**src/rtl/pc_pkg.sv**
```systemverilog
// ============================================================================
// Module   : pc_pkg
// Purpose  : Shared types and constants for the program-counter sequencer.
//            Optional feature macro used by this slice: PC_TRACE_EN.
// Revision : 1.0 - initial release
// ============================================================================
`default_nettype none

package pc_pkg;

  // Sequencer FSM states.
  typedef enum logic [1:0] {
    ST_BOOT  = 2'd0,
    ST_ISSUE = 2'd1,
    ST_HOLD  = 2'd2
  } pc_state_e;

  // Sequential increment handed to the external incrementer.
  localparam logic [31:0] PC_STEP          = 32'h0000_0004;

  // PC value loaded while reset is asserted.
  localparam logic [31:0] PC_RESET_DEFAULT = 32'h0000_0000;

  // Instructions are word aligned: the two low address bits are always zero.
  localparam logic [31:0] PC_ALIGN_MASK    = 32'hFFFF_FFFC;

endpackage : pc_pkg

`default_nettype wire

```
**src/rtl/pc_next_mux.sv**
```systemverilog
// ============================================================================
// Module   : pc_next_mux
// Purpose  : Combinational next-PC select. Priority: live branch target,
//            then a captured (pending) redirect, then the incrementer sum.
//            Branch targets are word aligned here.
// Revision : 1.0 - initial release
// ============================================================================
`default_nettype none

module pc_next_mux
  import pc_pkg::*;
#(
  parameter int WIDTH = 32
) (
  input  logic             i_br_valid,
  input  logic [WIDTH-1:0] i_br_target,
  input  logic             i_redir_pend,
  input  logic [WIDTH-1:0] i_redir_pc,
  input  logic [WIDTH-1:0] i_inc_sum,
  output logic [WIDTH-1:0] o_br_aligned,
  output logic [WIDTH-1:0] o_next_pc
);

  // Built from the inverse of the package mask so that any WIDTH keeps all
  // upper bits set and only the two low bits cleared.
  localparam logic [WIDTH-1:0] c_align_mask = ~WIDTH'(~PC_ALIGN_MASK);

  assign o_br_aligned = i_br_target & c_align_mask;

  // Priority select of the address the PC moves to on an accept.
  always_comb begin
    o_next_pc = i_inc_sum;
    if (i_br_valid) begin
      o_next_pc = o_br_aligned;
    end else if (i_redir_pend) begin
      o_next_pc = i_redir_pc;
    end
  end

endmodule : pc_next_mux

`default_nettype wire

```
**src/rtl/pc_sequencer.sv**
```systemverilog
// ============================================================================
// Module   : pc_sequencer
// Purpose  : Front-of-pipeline program-counter sequencer. Drives the external
//            incrementer (pc + STEP), selects between the sequential address
//            and branch redirects, and issues fetches over valid/ready.
//            Optional macro PC_TRACE_EN adds a simulation-only trace printer.
// Revision : 1.0 - initial release
// ============================================================================
`default_nettype none

module pc_sequencer
  import pc_pkg::*;
#(
  parameter int               WIDTH    = 32,
  parameter logic [WIDTH-1:0] RESET_PC = WIDTH'(PC_RESET_DEFAULT),
  parameter logic [WIDTH-1:0] STEP     = WIDTH'(PC_STEP)
) (
  input  logic             clk,
  input  logic             clear_n,
  // incrementer interface
  output logic [WIDTH-1:0] inc_a,
  output logic [WIDTH-1:0] inc_b,
  input  logic [WIDTH-1:0] inc_sum,
  // redirect and hold
  input  logic             br_valid,
  input  logic [WIDTH-1:0] br_target,
  input  logic             stall,
  // instruction fetch handshake
  output logic             fetch_valid,
  output logic [WIDTH-1:0] fetch_addr,
  input  logic             fetch_ready,
  // status
  output logic [WIDTH-1:0] pc,
  output logic [31:0]      cycle_count
);

  pc_state_e        r_state;
  pc_state_e        w_state_next;
  logic             w_fetch_valid;
  logic             w_accept;

  logic [WIDTH-1:0] r_pc;
  logic             r_redir_pend;
  logic [WIDTH-1:0] r_redir_pc;
  logic [31:0]      r_cycle_count;

  logic [WIDTH-1:0] w_next_pc;
  logic [WIDTH-1:0] w_br_aligned;

  // Next-PC priority select and branch target alignment.
  pc_next_mux #(
    .WIDTH (WIDTH)
  ) u_next_mux (
    .i_br_valid   (br_valid),
    .i_br_target  (br_target),
    .i_redir_pend (r_redir_pend),
    .i_redir_pc   (r_redir_pc),
    .i_inc_sum    (inc_sum),
    .o_br_aligned (w_br_aligned),
    .o_next_pc    (w_next_pc)
  );

  // State register; reset returns to BOOT asynchronously, which also drops
  // fetch_valid at once because valid is decoded from the state.
  always_ff @(posedge clk or negedge clear_n) begin
    if (!clear_n) begin
      r_state <= ST_BOOT;
    end else begin
      r_state <= w_state_next;
    end
  end

  // Next-state and fetch_valid decode. stall only matters on an accept in
  // ISSUE and on every cycle in HOLD.
  always_comb begin
    w_state_next  = r_state;
    w_fetch_valid = 1'b0;
    case (r_state)
      ST_BOOT: begin
        w_state_next = ST_ISSUE;
      end
      ST_ISSUE: begin
        w_fetch_valid = 1'b1;
        if (fetch_ready && stall) begin
          w_state_next = ST_HOLD;
        end
      end
      ST_HOLD: begin
        if (!stall) begin
          w_state_next = ST_ISSUE;
        end
      end
      default: begin
        w_state_next = ST_BOOT;
      end
    endcase
  end

  assign w_accept = w_fetch_valid & fetch_ready;

  // PC and redirect bookkeeping. A strobe seen while a request is waiting
  // for ready is parked in r_redir_pc so fetch_addr stays stable until the
  // handshake completes; a newer strobe replaces an older parked one.
  always_ff @(posedge clk or negedge clear_n) begin
    if (!clear_n) begin
      r_pc         <= RESET_PC;
      r_redir_pend <= 1'b0;
      r_redir_pc   <= '0;
    end else begin
      case (r_state)
        ST_ISSUE: begin
          if (w_accept) begin
            r_pc         <= w_next_pc;
            r_redir_pend <= 1'b0;
          end else if (br_valid) begin
            r_redir_pc   <= w_br_aligned;
            r_redir_pend <= 1'b1;
          end
        end
        ST_HOLD: begin
          if (br_valid) begin
            r_pc         <= w_br_aligned;
            r_redir_pend <= 1'b0;
          end
        end
        default: begin
          // BOOT: redirects are ignored.
        end
      endcase
    end
  end

  // Free-running cycle counter, wraps naturally at 2^32.
  always_ff @(posedge clk or negedge clear_n) begin
    if (!clear_n) begin
      r_cycle_count <= '0;
    end else begin
      r_cycle_count <= r_cycle_count + 32'd1;
    end
  end

  assign inc_a       = r_pc;
  assign inc_b       = STEP;
  assign pc          = r_pc;
  assign fetch_addr  = r_pc;
  assign fetch_valid = w_fetch_valid;
  assign cycle_count = r_cycle_count;

`ifdef PC_TRACE_EN
  // Simulation-only trace of accepted fetches and redirect strobes.
  always @(posedge clk) begin
    if (clear_n) begin
      if (w_accept) begin
        $display("at clock %h pc %h", r_cycle_count, r_pc);
      end
      if (br_valid) begin
        $display("redirect %h", w_br_aligned);
      end
    end
  end
`else
  // Trace printer not built.
`endif

endmodule : pc_sequencer

`default_nettype wire

```
**config.mk**
```make
export PLATFORM = sky130hd
export DESIGN_NAME = pc_sequencer
export DESIGN_NICKNAME = d
export VERILOG_FILES = /design/src/rtl/pc_pkg.sv /design/src/rtl/pc_next_mux.sv /design/src/rtl/pc_sequencer.sv
export SDC_FILE = /design/constraint.sdc
export NUM_CORES = 1
export LEC_CHECK = 0
export BUFFER_PORTS_ARGS = -buffer_cell sky130_fd_sc_hd__clkbuf_2
export CORE_ASPECT_RATIO = 0.6
export CORE_UTILIZATION = 49
export DETAILED_ROUTE_END_ITERATION = 10
export GPL_TIMING_DRIVEN = 0
export PLACE_DENSITY = 0.83
export SETUP_SLACK_MARGIN = 0.15
export SLEW_MARGIN = 30
export SYNTH_ARGS = -nofsm -noshare
export SYNTH_HDL_FRONTEND = slang
export SYNTH_SLANG_ARGS = --single-unit
```
**constraint.sdc**
```tcl
create_clock -name clk -period 4.7 [get_ports clk]
set_input_delay 0.235 -clock clk [delete_from_list [all_inputs] [get_ports clk]]
set_output_delay 0.235 -clock clk [all_outputs]
set_load 0.1 [all_outputs]
```
==> insert_results.sql, run 1 <==
INSERT INTO impl_metrics (metric_group, metric, value, unit) VALUES
('worst_setup_path', 'crit_end', 'cycle_count[24]$_DFF_PN0_', ''),
('place', 'port-buffer-count', '195', ''),
('drt', 'dr.pass1.iters', '4', ''),
('clock_tree', 'cts.sink_count', '97', ''),
('clock_tree', 'clock_tree.htree_level_count', '3', ''),
('worst_setup_path', 'crit_path_cells', 'ha_1 > nand4_1 > nor4_2 > nand4_1 > xnor2_1', ''),
('clock_tree', 'clk_pin_slew_worst_paths', '0.06', 'ns'),
('drt', 'initialDrtViolationCount', '137', ''),
('global_routing', 'first_pass_grt_wire_length', '19800', 'um'),
('drt', 'viasPerCell', '4.87', ''),
('clock_tree', 'cts_repair_resize_count', '0', ''),
('worst_setup_path', 'r2r_cells', '5', ''),
('worst_setup_path', 'cpMaxStageDelayCell', 'sky130_fd_sc_hd__nor4_2', ''),
('drt', 'route.vias.total', '4099', ''),
('die', 'floorplan.die.width', '135', 'um'),
('sta', 'fin_crit_sh', '46.4', '%'),
('sta', 'finalClockSkew', '0.00519', 'ns'),
('die', 'count_of_pins_on_the_block_boundary', '230', ''),
('place', 'gp_weighted_congestion', '0.833', ''),
('final_layout', 'final_design_area_no_fill', '0.00673', 'mm^2'),
('worst_setup_path', 'critical_path_launch_point', 'cycle_count[0]$_DFF_PN0_', ''),
('clock_tree', 'ctsLongestPathBuffers', '2', ''),
('final_layout', 'final_layout_size_suffix_gt1_share', '52.8', '%'),
('global_routing', 'grt_antenna_before_repair', '0', ''),
('logic_synthesis', 'synth.area.top_cells', 'sky130_fd_sc_hd__dfrtp_1 47%, sky130_fd_sc_hd__buf_4 14%, sky130_fd_sc_hd__mux2_2 13%', ''),
('drt', 'wire_per_inst', '15.3', 'um'),
('run_status', 'outcome', 'finished clean', ''),
('worst_setup_path', 'critPathArrivalTime', '2.40', 'ns'),
('logic_synthesis', 'synthDominantCellAreaShare', '46.9', '%'),
('logic_synthesis', 'ys_warn_count', '0', ''),
('worst_setup_path', 'setup.worst_path.class', 'register to register', ''),
('global_routing', 'first_global_vias', '3911', ''),
('worst_setup_path', 'critical_path.reg2reg.endpoint', 'cycle_count[24]$_DFF_PN0_', ''),
('logic_synthesis', 'synth.lib_cells_used.distinct', '33', ''),
('die', 'placeableCoreArea', '0.0101', 'mm^2'),
('global_routing', 'grtUsageTotal', '23.6', '%'),
('clock_tree', 'cts_buffers', '9', ''),
('worst_setup_path', 'peak_per_stage_delay_on_the_critical_path', '0.76', 'ns'),
('run', 'cap_violations', '0', ''),
('final_layout', 'commonest_non_fill_non_tap_cells_in_the_layout', '195 x sky130_fd_sc_hd__clkbuf_2, 97 x sky130_fd_sc_hd__dfrtp_1, 96 x sky130_fd_sc_hd__buf_4', ''),
('worst_setup_path', 'timing.critical_path.from_type', 'register', ''),
('clock_tree', 'cts_tree', 'built', ''),
('sta', 'final_report_hold_violation_count', '0', ''),
('logic_synthesis', 'ys_seq_elements', '97', ''),
('final_layout', 'utilization', '67.0', '%'),
('die', 'rows', '28', ''),
('logic_synthesis', 'syn_area_per_cell', '11.1', 'um^2'),
('sta', 'fin_setup_tns', '0', 'ns'),
('worst_hold_path', 'worstHoldPathType', 'input pin to register', ''),
('final_layout', 'layout_commonest_cell', 'sky130_fd_sc_hd__clkbuf_2', ''),
('sta', 'post-route-min-period', '2.18', 'ns'),
('global_routing', 'grt.overflow.total', '0', ''),
('worst_setup_path', 'worstPathRequired', '4.92', 'ns'),
('worst_setup_path', 'cp_max_fo', '8', ''),
('place', 'dp_hpwl', '9800', 'um'),
('sta', 'slew_at_the_pin_closest_to_its_max_slew_limit', '0.827', 'ns'),
('final_layout', 'final_nets', '775', ''),
('final_layout', 'antennaDiodeCount', '0', ''),
('logic_synthesis', 'post_synth_inst_count', '467', ''),
('drt', 'routed_wirelength', '12900', 'um'),
('sta', 'slew_headroom', '44.4', '%'),
('logic_synthesis', 'synth_sequential_area_ratio', '46.9', '%'),
('sta', 'timing.final.setup_violations', '0', ''),
('global_routing', 'grt_max_degree', '84', ''),
('worst_setup_path', 'crit_top_cell', 'sky130_fd_sc_hd__nand4_1', ''),
('sta', 'timing_max_transition_violations_final', '0', ''),
('worst_setup_path', 'timing.critical_path.to_type', 'register', ''),
('die', 'floorplan.die_area', '0.0110', 'mm^2'),
('logic_synthesis', 'syn_area', '0.00518', 'mm^2'),
('final_layout', 'syn_to_final_growth', '30.0', '%'),
('die', 'start_util', '51.5', '%');
worst min-delay path by stage:
| stage | cells after the start | startpoint | to | slack [ns] |
|---|---|---|---|---|
| floorplan | 0 | clear_n | cycle_count[0]$_DFF_PN0_ | -0.06 |
| global placement | 2 | stall | r_state[0]$_DFFE_PN0P_ | 0.44 |
| detailed placement | 1 | clear_n | fetch_addr[0]$_DFFE_PN0P_ | 0.09 |
| CTS | 2 | stall | r_state[0]$_DFFE_PN0P_ | 0.08 |
| global route | 2 | inc_sum[1] | fetch_addr[1]$_DFFE_PN0P_ | 0.11 |
| finish | 2 | stall | r_state[0]$_DFFE_PN0P_ | 0.10 |
critical path, delay by kind of cell (launching register included):
kind | cells | cell delay, ns
xor gates and xnor gates | 1 | 0.17
adders and majority gates | 1 | 0.24
DFF | 1 | 0.43
and+or+nand+nor | 3 | 1.23
metal layers:
metal / global-route usage [%] / part of all wire [%] / vias to the layer above
met4: 5.62 / 0.88 / 0
li1: - / - / 1939
met2: 42.7 / 52 / 134
met3: 6.11 / 6.0 / 12
met5: 0 / 0 / -
met1: 28.4 / 41 / 2014
repair_timing:
| action | 4_1_cts | 5_1_grt |
|---|---|---|
| buffers inserted | 0 | 0 |
| hold endpoints to repair | 14 | 0 |
| hold buffers | 1 | 0 |
| setup endpoints to repair | 0 | 0 |
stage by stage:
stage | worst slack, ns | std cells | hold slack [ns]
2_1_floorplan | 2.15 | 497 | -0.0606
3_3_place_gp | 2.23 | 827 | 0.442
3_5_place_dp | 2.56 | 828 | 0.0909
4_1_cts | 2.52 | 842 | 0.0846
5_1_grt | 2.34 | 842 | 0.106
6_report | 2.52 | 842 | 0.100
cells in the mapped netlist:
| cell | number |
|---|---|
| sky130_fd_sc_hd__nor4b_1 | 1 |
| sky130_fd_sc_hd__buf_4 | 96 |
| sky130_fd_sc_hd__ha_1 | 1 |
| sky130_fd_sc_hd__nand2_1 | 40 |
| sky130_fd_sc_hd__and4_1 | 2 |
| sky130_fd_sc_hd__nor3_1 | 2 |
| sky130_fd_sc_hd__nand3b_1 | 1 |
| sky130_fd_sc_hd__mux2i_1 | 30 |
| sky130_fd_sc_hd__buf_2 | 6 |
| sky130_fd_sc_hd__nand4_1 | 12 |
| sky130_fd_sc_hd__a22o_1 | 2 |
| sky130_fd_sc_hd__nor2b_1 | 1 |
| sky130_fd_sc_hd__nor4_1 | 1 |
| sky130_fd_sc_hd__nor3b_1 | 1 |
| sky130_fd_sc_hd__o21ai_0 | 31 |
| sky130_fd_sc_hd__mux2_2 | 60 |
| sky130_fd_sc_hd__nor4_2 | 1 |
| sky130_fd_sc_hd__xnor2_1 | 23 |
| sky130_fd_sc_hd__and3_1 | 3 |
| sky130_fd_sc_hd__nor2_1 | 8 |
| sky130_fd_sc_hd__a21oi_1 | 4 |
| sky130_fd_sc_hd__nor4_4 | 1 |
| sky130_fd_sc_hd__inv_1 | 3 |
| sky130_fd_sc_hd__clkbuf_2 | 1 |
| sky130_fd_sc_hd__or4b_1 | 1 |
| sky130_fd_sc_hd__nand3_1 | 14 |
| sky130_fd_sc_hd__a21boi_0 | 1 |
| sky130_fd_sc_hd__xor2_1 | 7 |
| sky130_fd_sc_hd__o21a_1 | 1 |
| sky130_fd_sc_hd__conb_1 | 2 |
| sky130_fd_sc_hd__dfrtp_1 | 97 |
| sky130_fd_sc_hd__clkbuf_1 | 12 |
| sky130_fd_sc_hd__nand4_4 | 1 |
sequential cells by signal (all words and copies together) (netlist names):
name,cells
cycle_count,32
r_redir_pc,30
r_state,2
r_redir_pend,1
fetch_addr,32
layout make-up:
class                      instances  area (um^2)
fill                             808         3320
clock buffer                      12          246
multi-input combinational        282         2050
clock inverter                     1         5.00
buffer                           115          801
timing repair buffer             197         1020
inverter                           3         11.3
tap                              135          169
sequential                        97         2430
kinds of logic after synthesis:
| family | Yosys count | synth area share [%] |
|---|---|---|
| AO/OA/AOI/OAI | 39 | 4.01 |
| AND/OR/NAND/NOR | 90 | 9.13 |
| buffers and inverters | 118 | 15.7 |
| other | 2 | 0.145 |
| multiplexers | 90 | 18.8 |
| adder cells (fa/ha/maj) | 1 | 0.242 |
| flip-flops | 97 | 46.9 |
| XOR/XNOR | 30 | 5.07 |
Power of run 1 is left out: the tool's default activity adds up to more than one toggle a clock period on the data nets, which glitch-free logic cannot reach.
==> run 2, diff against run 1 <==
--- a/config.mk
+++ b/config.mk
@@ -7,10 +7,10 @@
 export LEC_CHECK = 0
 export BUFFER_PORTS_ARGS = -buffer_cell sky130_fd_sc_hd__clkbuf_2
 export CORE_ASPECT_RATIO = 0.6
-export CORE_UTILIZATION = 49
+export CORE_UTILIZATION = 43
 export DETAILED_ROUTE_END_ITERATION = 10
 export GPL_TIMING_DRIVEN = 0
-export PLACE_DENSITY = 0.83
+export PLACE_DENSITY = 0.77
 export SETUP_SLACK_MARGIN = 0.15
 export SLEW_MARGIN = 30
 export SYNTH_ARGS = -nofsm -noshare
==> constraint.sdc (replaced) <==
create_clock -name clk -period 2 [get_ports clk]
set_input_delay 0.1 -clock clk [delete_from_list [all_inputs] [get_ports clk]]
set_output_delay 0.1 -clock clk [all_outputs]
set_load 0.1 [all_outputs]
==> insert_results.sql, run 2 (same netlist as run 1, synthesis figures left out) <==
INSERT INTO impl_metrics (metric_group, metric, value, unit) VALUES
('clock_tree', 'cts.sink_count', '97', ''),
('final_layout', 'commonest_non_fill_non_tap_cells_in_the_layout', '204 x sky130_fd_sc_hd__clkbuf_2, 99 x sky130_fd_sc_hd__buf_4, 70 x sky130_fd_sc_hd__dfrtp_1', ''),
('sta', 'timing_max_transition_violations_final', '0', ''),
('clock_tree', 'clock_tree.htree_level_count', '3', ''),
('worst_setup_path', 'peak_per_stage_delay_on_the_critical_path', '0.36', 'ns'),
('place', 'port-buffer-count', '195', ''),
('final_layout', 'final_design_area_no_fill', '0.00701', 'mm^2'),
('sta', 'fin_crit_sh', '87.9', '%'),
('drt', 'routed_wirelength', '12600', 'um'),
('die', 'rows', '30', ''),
('die', 'placeableCoreArea', '0.0115', 'mm^2'),
('drt', 'initialDrtViolationCount', '80', ''),
('drt', 'wire_per_inst', '14.4', 'um'),
('clock_tree', 'ctsLongestPathBuffers', '2', ''),
('worst_setup_path', 'worstPathRequired', '2.21', 'ns'),
('final_layout', 'syn_to_final_growth', '35.4', '%'),
('place', 'dp_hpwl', '9660', 'um'),
('sta', 'final_report_hold_violation_count', '0', ''),
('worst_setup_path', 'critPathArrivalTime', '1.96', 'ns'),
('worst_setup_path', 'timing.critical_path.from_type', 'register', ''),
('worst_setup_path', 'cp_max_fo', '10', ''),
('run_status', 'outcome', 'finished clean', ''),
('drt', 'dr.pass1.iters', '4', ''),
('worst_setup_path', 'crit_path_cells', 'clkbuf_1 > clkbuf_4 > mux2_2 > mux2i_1 > o21ai_0', ''),
('sta', 'rsz0062_at_grt', 'no', ''),
('die', 'fp.dieH', '87.0', 'um'),
('place', 'placedInstanceArea', '0.00661', 'mm^2'),
('drt', 'drc_errors', '0', ''),
('sta', 'finalClockSkew', '0.00840', 'ns'),
('die', 'floorplan.die.width', '144', 'um'),
('final_layout', 'final_nets', '780', ''),
('sta', 'post-route-min-period', '1.76', 'ns'),
('worst_hold_path', 'worstHoldPathType', 'input pin to register', ''),
('clock_tree', 'clk_pin_slew_worst_paths', '0.07', 'ns'),
('sta', 'slew_headroom', '62.5', '%'),
('final_layout', 'final-instance-count-excl-fill', '875', ''),
('clock_tree', 'clock_insertion_delay_worst_skew', '0.33', 'ns'),
('die', 'floorplan.die_area', '0.0125', 'mm^2'),
('clock_tree', 'cts_tree', 'built', ''),
('die', 'count_of_pins_on_the_block_boundary', '230', ''),
('die', 'start_util', '44.9', '%'),
('place', 'dp_cells', '853', ''),
('final_layout', 'final_layout_size_suffix_gt1_share', '59.0', '%'),
('global_routing', 'first_pass_grt_wire_length', '19500', 'um'),
('global_routing', 'grtUsageTotal', '20.2', '%'),
('drt', 'viasPerCell', '4.67', ''),
('run', 'cap_violations', '0', ''),
('worst_setup_path', 'setup.worst_path.class', 'register to register', ''),
('final_layout', 'layout_commonest_cell', 'sky130_fd_sc_hd__clkbuf_2', ''),
('final_layout', 'antennaDiodeCount', '0', ''),
('worst_setup_path', 'cpMaxStageDelayCell', 'sky130_fd_sc_hd__mux2_2', ''),
('worst_setup_path', 'timing.critical_path.to_type', 'register', ''),
('sta', 'fmax', '569', 'MHz'),
('global_routing', 'grt.overflow.total', '0', ''),
('worst_setup_path', 'critical_path.n_buffers_inverters', '2', ''),
('worst_setup_path', 'crit_family', 'buffers and inverters', ''),
('drt', 'route.vias.total', '4087', ''),
('place', 'gp_weighted_congestion', '0.791', ''),
('global_routing', 'grt_antenna_before_repair', '0', ''),
('sta', 'timing.final.setup_violations', '0', ''),
('global_routing', 'first_global_vias', '3921', ''),
('clock_tree', 'cts_buffers', '9', ''),
('global_routing', 'grt_max_degree', '58', ''),
('clock_tree', 'root_buffer', 'sky130_fd_sc_hd__clkbuf_16', ''),
('sta', 'slew_at_the_pin_closest_to_its_max_slew_limit', '0.565', 'ns'),
('drt', 'antenna_violating_nets_post_route', '0', '');
## run 2: cell count changes in the layout (fill, tap and decap cells not counted), sizes merged
cell | before | now
clkbuf | 220 | 223
dlygate4sd3 | 1 | 4
buf | 103 | 102
bufinv | 0 | 1
clkinv | 1 | 2
clkinvlp | 0 | 1
## run 2: final cells by class
cell class / count / area (um^2)
repair buffers: 202 / 1070
fillers: 995 / 4510
clock inverters: 4 / 51.3
multi-input cells: 282 / 2090
well taps: 160 / 200
plain buffers: 115 / 836
flip-flops and latches: 97 / 2500
inverters: 3 / 11.3
clock buffers: 12 / 256
## run 2: metal layers
layer  vias to the layer above  GRT usage, %  wire, um
li1                       1953             -         -
met1                      1986          26.9      5710
met2                       142          34.1      6050
met3                         6          4.73       786
met4                         0          3.29        53
met5                         -             0         0
## run 2: final timing paths
| check | slack [ns] | cells past startpoint | start | to |
|---|---|---|---|---|
| min | 0.01 | 2 | br_target[8] | r_redir_pc[8]$_DFFE_PN0P_ |
| max | 0.24 | 5 | r_redir_pend$_DFFE_PN0P_ | fetch_addr[15]$_DFFE_PN0P_ |
| max in group asynchronous | 1.12 | 3 | clear_n | cycle_count[1]$_DFF_PN0_ |
| min in group asynchronous | 0.27 | 2 | clear_n | fetch_addr[18]$_DFFE_PN0P_ |
| min reg2reg | 0.49 | 1 | cycle_count[31]$_DFF_PN0_ | cycle_count[31]$_DFF_PN0_ |
| max reg2reg | 0.24 | 5 | r_redir_pend$_DFFE_PN0P_ | fetch_addr[15]$_DFFE_PN0P_ |
## run 2: stage by stage
step	hold WS (ns)	setup TNS (ns)	utilization [%]	worst slack [ns]
after floorplan	-0.196	-0.00717	-	-0.00717
after global placement	0.305	-42.61	57.1	-0.720
final	0.0102	0	60.9	0.243
after global routing	0.00482	0	60.9	0.143
after detailed placement	0.0518	-0.692	57.4	-0.0927
after CTS	0.00466	0	60.7	0.132
## run 2: worst reg2reg max path, delay by kind of cell (launching register included)
kind,cells,cell delay (ns)
AO/OA/AOI/OAI,1,0.11
multiplexers,2,0.58
flip-flops,1,0.32
buffers and inverters,2,0.64
## run 2: repair_timing
action	4_1_cts	5_1_grt
hold buffers	4	0
endpoints found under the setup margin	61	54
gates resized for setup	12	8
pin swaps	1	2
endpoints found under the hold margin	43	0
setup buffers	1	1
Power of run 2 is left out for the same reason.
